### config.mk
export PLATFORM = sky130hd
export DESIGN_NAME = branch_predictor_bht
export DESIGN_NICKNAME = d
export VERILOG_FILES = /design/src/rtl/bp_pkg.sv /design/src/rtl/branch_predictor_bht_ctr.sv /design/src/rtl/branch_predictor_bht.sv
export SDC_FILE = /design/constraint.sdc
export NUM_CORES = 1
export LEC_CHECK = 0
export BUFFER_PORTS_ARGS = -buffer_cell sky130_fd_sc_hd__buf_2
export CORE_MARGIN = 2
export CORE_UTILIZATION = 45
export CTS_BUF_LIST = sky130_fd_sc_hd__clkbuf_16
export DETAILED_ROUTE_END_ITERATION = 12
export PLACE_DENSITY = 0.69
export SLEW_MARGIN = 0
export SYNTH_ARGS = -nofsm -noshare
export SYNTH_HDL_FRONTEND = slang
export SYNTH_SLANG_ARGS = --single-unit
export TNS_END_PERCENT = 50
### constraint.sdc
create_clock -name clk -period 11.8 [get_ports clk]
set_clock_uncertainty 0.2 [all_clocks]
set_input_delay 1.77 -clock clk [delete_from_list [all_inputs] [get_ports clk]]
set_output_delay 1.77 -clock clk [all_outputs]
set_load 0.02 [all_outputs]
### src/rtl/bp_pkg.sv
// Shared helpers for the BHT/BTB branch predictor: width derivation and
// width-generic saturating counter arithmetic (widths up to 32 bits).
package bp_pkg;

    function automatic int unsigned idx_w(input int unsigned entries);
        return $clog2(entries);
    endfunction

    function automatic int unsigned tag_w(input int unsigned n, input int unsigned entries);
        return n - $clog2(entries);
    endfunction

    function automatic logic [31:0] sat_max(input int unsigned bits);
        return (bits >= 32) ? 32'hFFFF_FFFF : (32'(1) << bits) - 32'(1);
    endfunction

    // Weakly-not-taken and weakly-taken starting points for a CTR_BITS counter
    function automatic logic [31:0] ctr_wn(input int unsigned bits);
        return (32'(1) << (bits - 1)) - 32'(1);
    endfunction

    function automatic logic [31:0] ctr_wt(input int unsigned bits);
        return 32'(1) << (bits - 1);
    endfunction

    function automatic logic [31:0] sat_inc(input logic [31:0] v, input int unsigned bits);
        return (v >= sat_max(bits)) ? sat_max(bits) : v + 32'(1);
    endfunction

    function automatic logic [31:0] sat_dec(input logic [31:0] v);
        return (v == 32'(0)) ? 32'(0) : v - 32'(1);
    endfunction

endpackage

### src/rtl/branch_predictor_bht_ctr.sv
// One BHT entry's saturating direction counter: reset to weakly-not-taken,
// load to weakly-taken on allocation, otherwise saturating inc/dec/hold.
module bp_sat_counter
    import bp_pkg::*;
#(
    parameter int unsigned CTR_BITS = 2
) (
    input  logic                clk,
    input  logic                rst,
    input  logic                inc,
    input  logic                dec,
    input  logic                load,
    output logic [CTR_BITS-1:0] count
);

    always_ff @(posedge clk) begin
        if (rst) begin
            count <= CTR_BITS'(ctr_wn(CTR_BITS));
        end else if (load) begin
            count <= CTR_BITS'(ctr_wt(CTR_BITS));
        end else if (inc) begin
            count <= CTR_BITS'(sat_inc(32'(count), CTR_BITS));
        end else if (dec) begin
            count <= CTR_BITS'(sat_dec(32'(count)));
        end
    end

endmodule

### src/rtl/branch_predictor_bht.sv
// Direct-mapped BHT + BTB: combinational lookup on the fetch PC, registered
// update from the ID-stage branch resolution, saturating perf counters.
module branch_predictor_bht
    import bp_pkg::*;
#(
    parameter int unsigned N        = 32,
    parameter int unsigned ENTRIES  = 16,
    parameter int unsigned CTR_BITS = 2,
    parameter int unsigned CNT_W    = 16
) (
    input  logic             clk,
    input  logic             rst,
    input  logic [N-1:0]     pc_if,
    output logic             predict_taken,
    output logic [N-1:0]     predict_target,
    input  logic             upd_valid,
    input  logic [N-1:0]     upd_pc,
    input  logic             upd_taken,
    input  logic [N-1:0]     upd_target,
    input  logic             upd_predicted,
    output logic [CNT_W-1:0] upd_count,
    output logic [CNT_W-1:0] mispredict_count
);

    localparam int unsigned IDX   = idx_w(ENTRIES);
    localparam int unsigned TAG_W = tag_w(N, ENTRIES);

    logic [ENTRIES-1:0]  valid_q;
    logic [TAG_W-1:0]    tag_q    [ENTRIES];
    logic [N-1:0]        target_q [ENTRIES];
    logic [CTR_BITS-1:0] ctr      [ENTRIES];

    logic [IDX-1:0]   lk_idx;
    logic [TAG_W-1:0] lk_tag;
    logic             lk_hit;
    logic [IDX-1:0]   upd_idx;
    logic [TAG_W-1:0] upd_tag;
    logic             upd_hit;

    assign lk_idx  = pc_if[IDX-1:0];
    assign lk_tag  = pc_if[N-1:IDX];
    assign upd_idx = upd_pc[IDX-1:0];
    assign upd_tag = upd_pc[N-1:IDX];

    // Lookup reads the pre-edge table, so a same-cycle update is not bypassed
    always_comb begin
        lk_hit         = valid_q[lk_idx] && (tag_q[lk_idx] == lk_tag);
        predict_taken  = lk_hit && ctr[lk_idx][CTR_BITS-1];
        predict_target = predict_taken ? target_q[lk_idx] : pc_if + N'(1);
    end

    assign upd_hit = valid_q[upd_idx] && (tag_q[upd_idx] == upd_tag);

    for (genvar g = 0; g < ENTRIES; g++) begin : g_ctr
        logic sel;
        assign sel = upd_valid && (upd_idx == IDX'(g));

        bp_sat_counter #(.CTR_BITS(CTR_BITS)) u_ctr (
            .clk   (clk),
            .rst   (rst),
            .inc   (sel && upd_hit && upd_taken),
            .dec   (sel && upd_hit && !upd_taken),
            .load  (sel && !upd_hit && upd_taken),
            .count (ctr[g])
        );
    end

    always_ff @(posedge clk) begin
        if (rst) begin
            valid_q <= '0;
        end else if (upd_valid && upd_taken && !upd_hit) begin
            valid_q[upd_idx] <= 1'b1;
        end
    end

    // Tags and targets carry no reset; valid bits guard them
    always_ff @(posedge clk) begin
        if (!rst && upd_valid && upd_taken) begin
            target_q[upd_idx] <= upd_target;
            if (!upd_hit) begin
                tag_q[upd_idx] <= upd_tag;
            end
        end
    end

    always_ff @(posedge clk) begin
        if (rst) begin
            upd_count        <= '0;
            mispredict_count <= '0;
        end else if (upd_valid) begin
            upd_count <= CNT_W'(sat_inc(32'(upd_count), CNT_W));
            if (upd_taken != upd_predicted) begin
                mispredict_count <= CNT_W'(sat_inc(32'(mispredict_count), CNT_W));
            end
        end
    end

endmodule

==> flow_summary.rst <==
.. list-table::
   :header-rows: 1

   * - Metric
     - Value
   * - Setup WS pre-CTS
     - 3.01 ns
   * - Placer congestion estimate
     - between 0.8 and 0.9
   * - Number of placement rows
     - 117
   * - Routed Antenna Nets
     - 0
   * - Area added between synthesis and finish
     - 13.4%
   * - Worst path setup slack after routing
     - 3.08 ns
   * - Count of input and output buffers
     - 165
   * - Routed wire per std cell
     - 30.2 um
   * - Clock latency reported for the late side of the worst-skew pair
     - 0.72 ns
   * - Worst Path Class, Setup
     - input pin to output port
   * - Die Area
     - 105,000 um2
   * - Sequential cell area fraction in the yosys report
     - 66.1%
   * - Final count of pins violating max slew
     - 0
   * - Iteration-0 DRC Markers
     - 3,496
   * - Net count reported at finish
     - 2,834
   * - Hold Worst Slack
     - 0.291 ns
   * - Pwr dens
     - 155 nW/um2
   * - Critical path, cell by cell
     - buf_8 -> buf_4 -> mux4_2 -> mux4_2 -> xor2_1 -> nor4_1 -> nand4_1 -> or4_2 -> mux2_2 -> buf_2
   * - Worst slew slack as a fraction of its limit
     - roughly 20%
   * - Critical-path cell with the highest stage delay
     - sky130_fd_sc_hd__or4_2
   * - Clock tree root driver cell
     - sky130_fd_sc_hd__clkbuf_16
   * - RSZ-0062 raised after global routing
     - false
   * - Detailed Routing Iterations Pass 1
     - 5
   * - Cell count after synthesis
     - 2,559
   * - Highest achievable clock rate
     - 0.115 GHz
   * - Maximum cell stage delay along the critical path
     - 1.18 ns
   * - Cell types occupying the most area after synthesis
     - sky130_fd_sc_hd__edfxtp_1, sky130_fd_sc_hd__mux4_2, sky130_fd_sc_hd__dfxtp_1
   * - CP top delay family
     - multiplexers
   * - Finished Core Util
     - 51.4%
   * - DR vias/cell
     - 6.41
   * - Final routed DRC violation total
     - 0
   * - Final Setup Violations
     - 0
   * - Number of global-route vias before repair
     - 26,852
   * - Async set or reset register ratio after synthesis
     - 0%
   * - Fraction of final layout cells sized beyond drive strength 1
     - between 30% and 40%
   * - Number of H-tree levels
     - 3
   * - Status
     - finished, final reports clean
   * - Number of sinks handled by clock tree synthesis
     - 1,040
   * - Initial antenna violation count
     - 16
   * - Launching instance or port of the critical path
     - pc_if[0]
   * - Critical Path RT
     - 9.83 ns
   * - Final sum of negative setup slack
     - 0 ns
   * - Class of the tightest hold or removal check
     - flip-flop to flip-flop
   * - Clock tree buffer depth
     - 3
   * - Top cell type by total area after synthesis
     - sky130_fd_sc_hd__edfxtp_1
   * - Number of gates given a new drive strength after cts
     - 0
   * - Slew @ Worst Pin
     - ~1.2 ns
   * - Number of failing hold endpoints at the final stage
     - 0
   * - Synth cell types
     - 67
   * - Portion of synthesized cell area occupied by the leading cell type
     - 62.6%
   * - Mean cell area of the mapped netlist
     - 18.0 um2
   * - Worst-path maximum fanout
     - 72
   * - Number of vias after detailed routing
     - about 27,000
   * - Kind of launch point of the worst setup path
     - input pin
   * - Number of fill cells in the layout
     - 8,017
   * - Startpoint of the lowest-slack hold path
     - valid_q[8]
   * - Capturing element type of the critical path
     - output port
   * - Flip-flop and latch count after synthesis
     - about 1,000
   * - Final HPWL from detailed placement
     - 75,300 um
   * - P_leak
     - 16.8 nW
   * - Initial standard-cell utilization of the core
     - 45.3%
   * - Number of primary I/O pins
     - approximately 170
   * - IR Drop Worst-Case VDD
     - 0.000126 V
   * - Max-cap violation count
     - 0
   * - Critical path data arrival time
     - 6.75 ns
   * - Number of enable-type register cells in the synthesized netlist
     - 960
   * - Die boundary width
     - about 320 um
   * - Maximum number of pins on one net before global-route repair
     - 87
   * - Post-CTS setup buffers
     - 0
   * - Count of warnings emitted by yosys
     - 0
   * - Library cell appearing most often on the critical path
     - sky130_fd_sc_hd__mux4_2
   * - First-pass GRT wire length
     - 184,000 um
   * - Mapped cell area
     - 46,100 um2
   * - Clock buffer count from CTS
     - approximately 110
   * - Core Footprint
     - 102,000 um2
   * - Tot GR Track Use
     - 24.2%
   * - TritonCTS clock tree
     - done
   * - Net count after synthesis
     - ~2,700
   * - Total wire length after detailed routing
     - ~130,000 um
   * - Reg-to-reg startpoint
     - tag_q[15][4]
   * - Clock-pin transition on the worst setup and hold timing paths
     - 0.07 ns
   * - Number of buffers and inverters on the critical path
     - 3
   * - Grt total ovfl
     - 0
   * - Hold-fix buffer count after cts
     - 0
   * - Clock period minus final worst setup slack
     - roughly 8.7 ns
   * - Vertical extent of the die
     - 324 um
   * - Period utilisation layout
     - 73.9%
   * - Predominant post-synthesis flop cell
     - sky130_fd_sc_hd__edfxtp_1
==> cell usage after synthesis (9+ instances only) <==
| library cell | number |
|---|---|
| sky130_fd_sc_hd__o22ai_1 | 16 |
| sky130_fd_sc_hd__a21o_1 | 9 |
| sky130_fd_sc_hd__mux2_2 | 34 |
| sky130_fd_sc_hd__nand2b_1 | 14 |
| sky130_fd_sc_hd__a211o_1 | 11 |
| sky130_fd_sc_hd__nand4_1 | 32 |
| sky130_fd_sc_hd__mux4_2 | 376 |
| sky130_fd_sc_hd__a22oi_1 | 17 |
| sky130_fd_sc_hd__xnor2_1 | 61 |
| sky130_fd_sc_hd__o2bb2ai_1 | 12 |
| sky130_fd_sc_hd__nor2b_1 | 12 |
| sky130_fd_sc_hd__xor2_1 | 49 |
| sky130_fd_sc_hd__a21oi_2 | 9 |
| sky130_fd_sc_hd__nor2_1 | 121 |
| sky130_fd_sc_hd__mux2i_1 | 95 |
| sky130_fd_sc_hd__nor3_1 | 18 |
| sky130_fd_sc_hd__nor4_1 | 11 |
| sky130_fd_sc_hd__o21ai_0 | 58 |
| sky130_fd_sc_hd__clkbuf_1 | 88 |
| sky130_fd_sc_hd__buf_1 | 11 |
| sky130_fd_sc_hd__a211oi_1 | 9 |
| sky130_fd_sc_hd__o221ai_1 | 12 |
| sky130_fd_sc_hd__buf_2 | 59 |
| sky130_fd_sc_hd__nand3_1 | 58 |
| sky130_fd_sc_hd__inv_1 | 24 |
| sky130_fd_sc_hd__nand2_1 | 82 |
| sky130_fd_sc_hd__edfxtp_1 | 960 |
| sky130_fd_sc_hd__a21oi_1 | 82 |
| sky130_fd_sc_hd__a31oi_1 | 16 |
| sky130_fd_sc_hd__dfxtp_1 | 80 |
| sky130_fd_sc_hd__and3_1 | 22 |
==> layer usage <==
metal  share of wire, %  track usage (%)  up-vias
met2                 48             38.4     1594
met4                3.4             8.98       10
li1                   -                -    10965
met1                 39             32.7    14054
met5              0.054                0        -
met3                 10             5.57      295
==> kinds of logic after synthesis <==
| kind of cell | Yosys count | share of synthesized area (%) |
|---|---|---|
| and+or+nand+nor | 397 | 4.14 |
| DFF | 1040 | 66.1 |
| muxes | 505 | 21.3 |
| xor gates and xnor gates | 110 | 2.09 |
| adders and majority gates | 3 | 0.0815 |
| buffers and inverters | 194 | 1.86 |
| AOI/OAI and AO/OA | 310 | 4.49 |
==> metrics by stage <==
stage	cells	instance area, um2	power [mW]
floorplan	2559	46100	4.50
global placement	3990	48600	4.70
detailed placement	3990	48600	4.72
CTS	4188	52200	8.12
global route	4194	52200	8.31
finish	4197	52200	8.09
==> cell usage in the layout, fill, tap and decap left out, types with 17 or more instances in the layout <==
| cell type | count |
|---|---|
| sky130_fd_sc_hd__buf_4 | 70 |
| sky130_fd_sc_hd__edfxtp_1 | 960 |
| sky130_fd_sc_hd__dfxtp_1 | 80 |
| sky130_fd_sc_hd__clkbuf_16 | 107 |
| sky130_fd_sc_hd__a21oi_1 | 82 |
| sky130_fd_sc_hd__mux2_2 | 34 |
| sky130_fd_sc_hd__clkinv_1 | 23 |
| sky130_fd_sc_hd__xor2_1 | 49 |
| sky130_fd_sc_hd__nand4_1 | 32 |
| sky130_fd_sc_hd__inv_1 | 41 |
| sky130_fd_sc_hd__mux4_2 | 376 |
| sky130_fd_sc_hd__buf_2 | 158 |
| sky130_fd_sc_hd__o21ai_0 | 58 |
| sky130_fd_sc_hd__nor2_1 | 93 |
| sky130_fd_sc_hd__nand3_1 | 58 |
| sky130_fd_sc_hd__a22oi_1 | 17 |
| sky130_fd_sc_hd__nor2_4 | 28 |
| sky130_fd_sc_hd__and3_1 | 22 |
| sky130_fd_sc_hd__nand2_1 | 82 |
| sky130_fd_sc_hd__xnor2_1 | 61 |
| sky130_fd_sc_hd__mux2i_1 | 95 |
==> final cells by class <==
class / count / area, um2 / share of cell area (%)
flip-flops and latches: 1040 / 30400 / 58.2
multi-input cells: 1325 / 15000 / 28.7
clock buffers: 107 / 2680 / 5.13
well taps: 1368 / 1710 / 3.28
repair buffers: 232 / 1380 / 2.64
clock inverters: 91 / 915 / 1.75
inverters: 25 / 93.8 / 0.180
diodes: 9 / 22.5 / 0.0431
==> power by group <==
group | switching [mW] | internal [mW] | leakage [nW]
sequential | 0.0149 | 4.05 | 9.28
clock | 1.45 | 1.99 | 1.80
combinational | 0.350 | 0.231 | 5.70
total | 1.82 | 6.27 | 16.8
==> flip-flops by register name (all words and copies together) (netlist names) <==
name,flops
g_ctr.u_ctr.count,32
mispredict_count,16
tag_q,448
target_q,512
upd_count,16
valid_q,16
==> final timing paths <==
path / depth (start not counted) / to / slack (ns)
worst min register to register: 1 / valid_q[8] / 0.29
worst max register to register: 11 / tag_q[12][26] / 6.13
worst min-delay path: 1 / valid_q[8] / 0.29
worst max-delay path: 10 / predict_target[20] / 3.08
==> worst reg2reg max path: cells and delay by family, from the launching register on <==
kind            cells  cell delay (ns)
simple gates        7             2.74
mux                 1             0.49
buf+inv             2             1.05
flops               1             0.39
compound gates      1             0.46
Power figures use the tool's default switching activity.
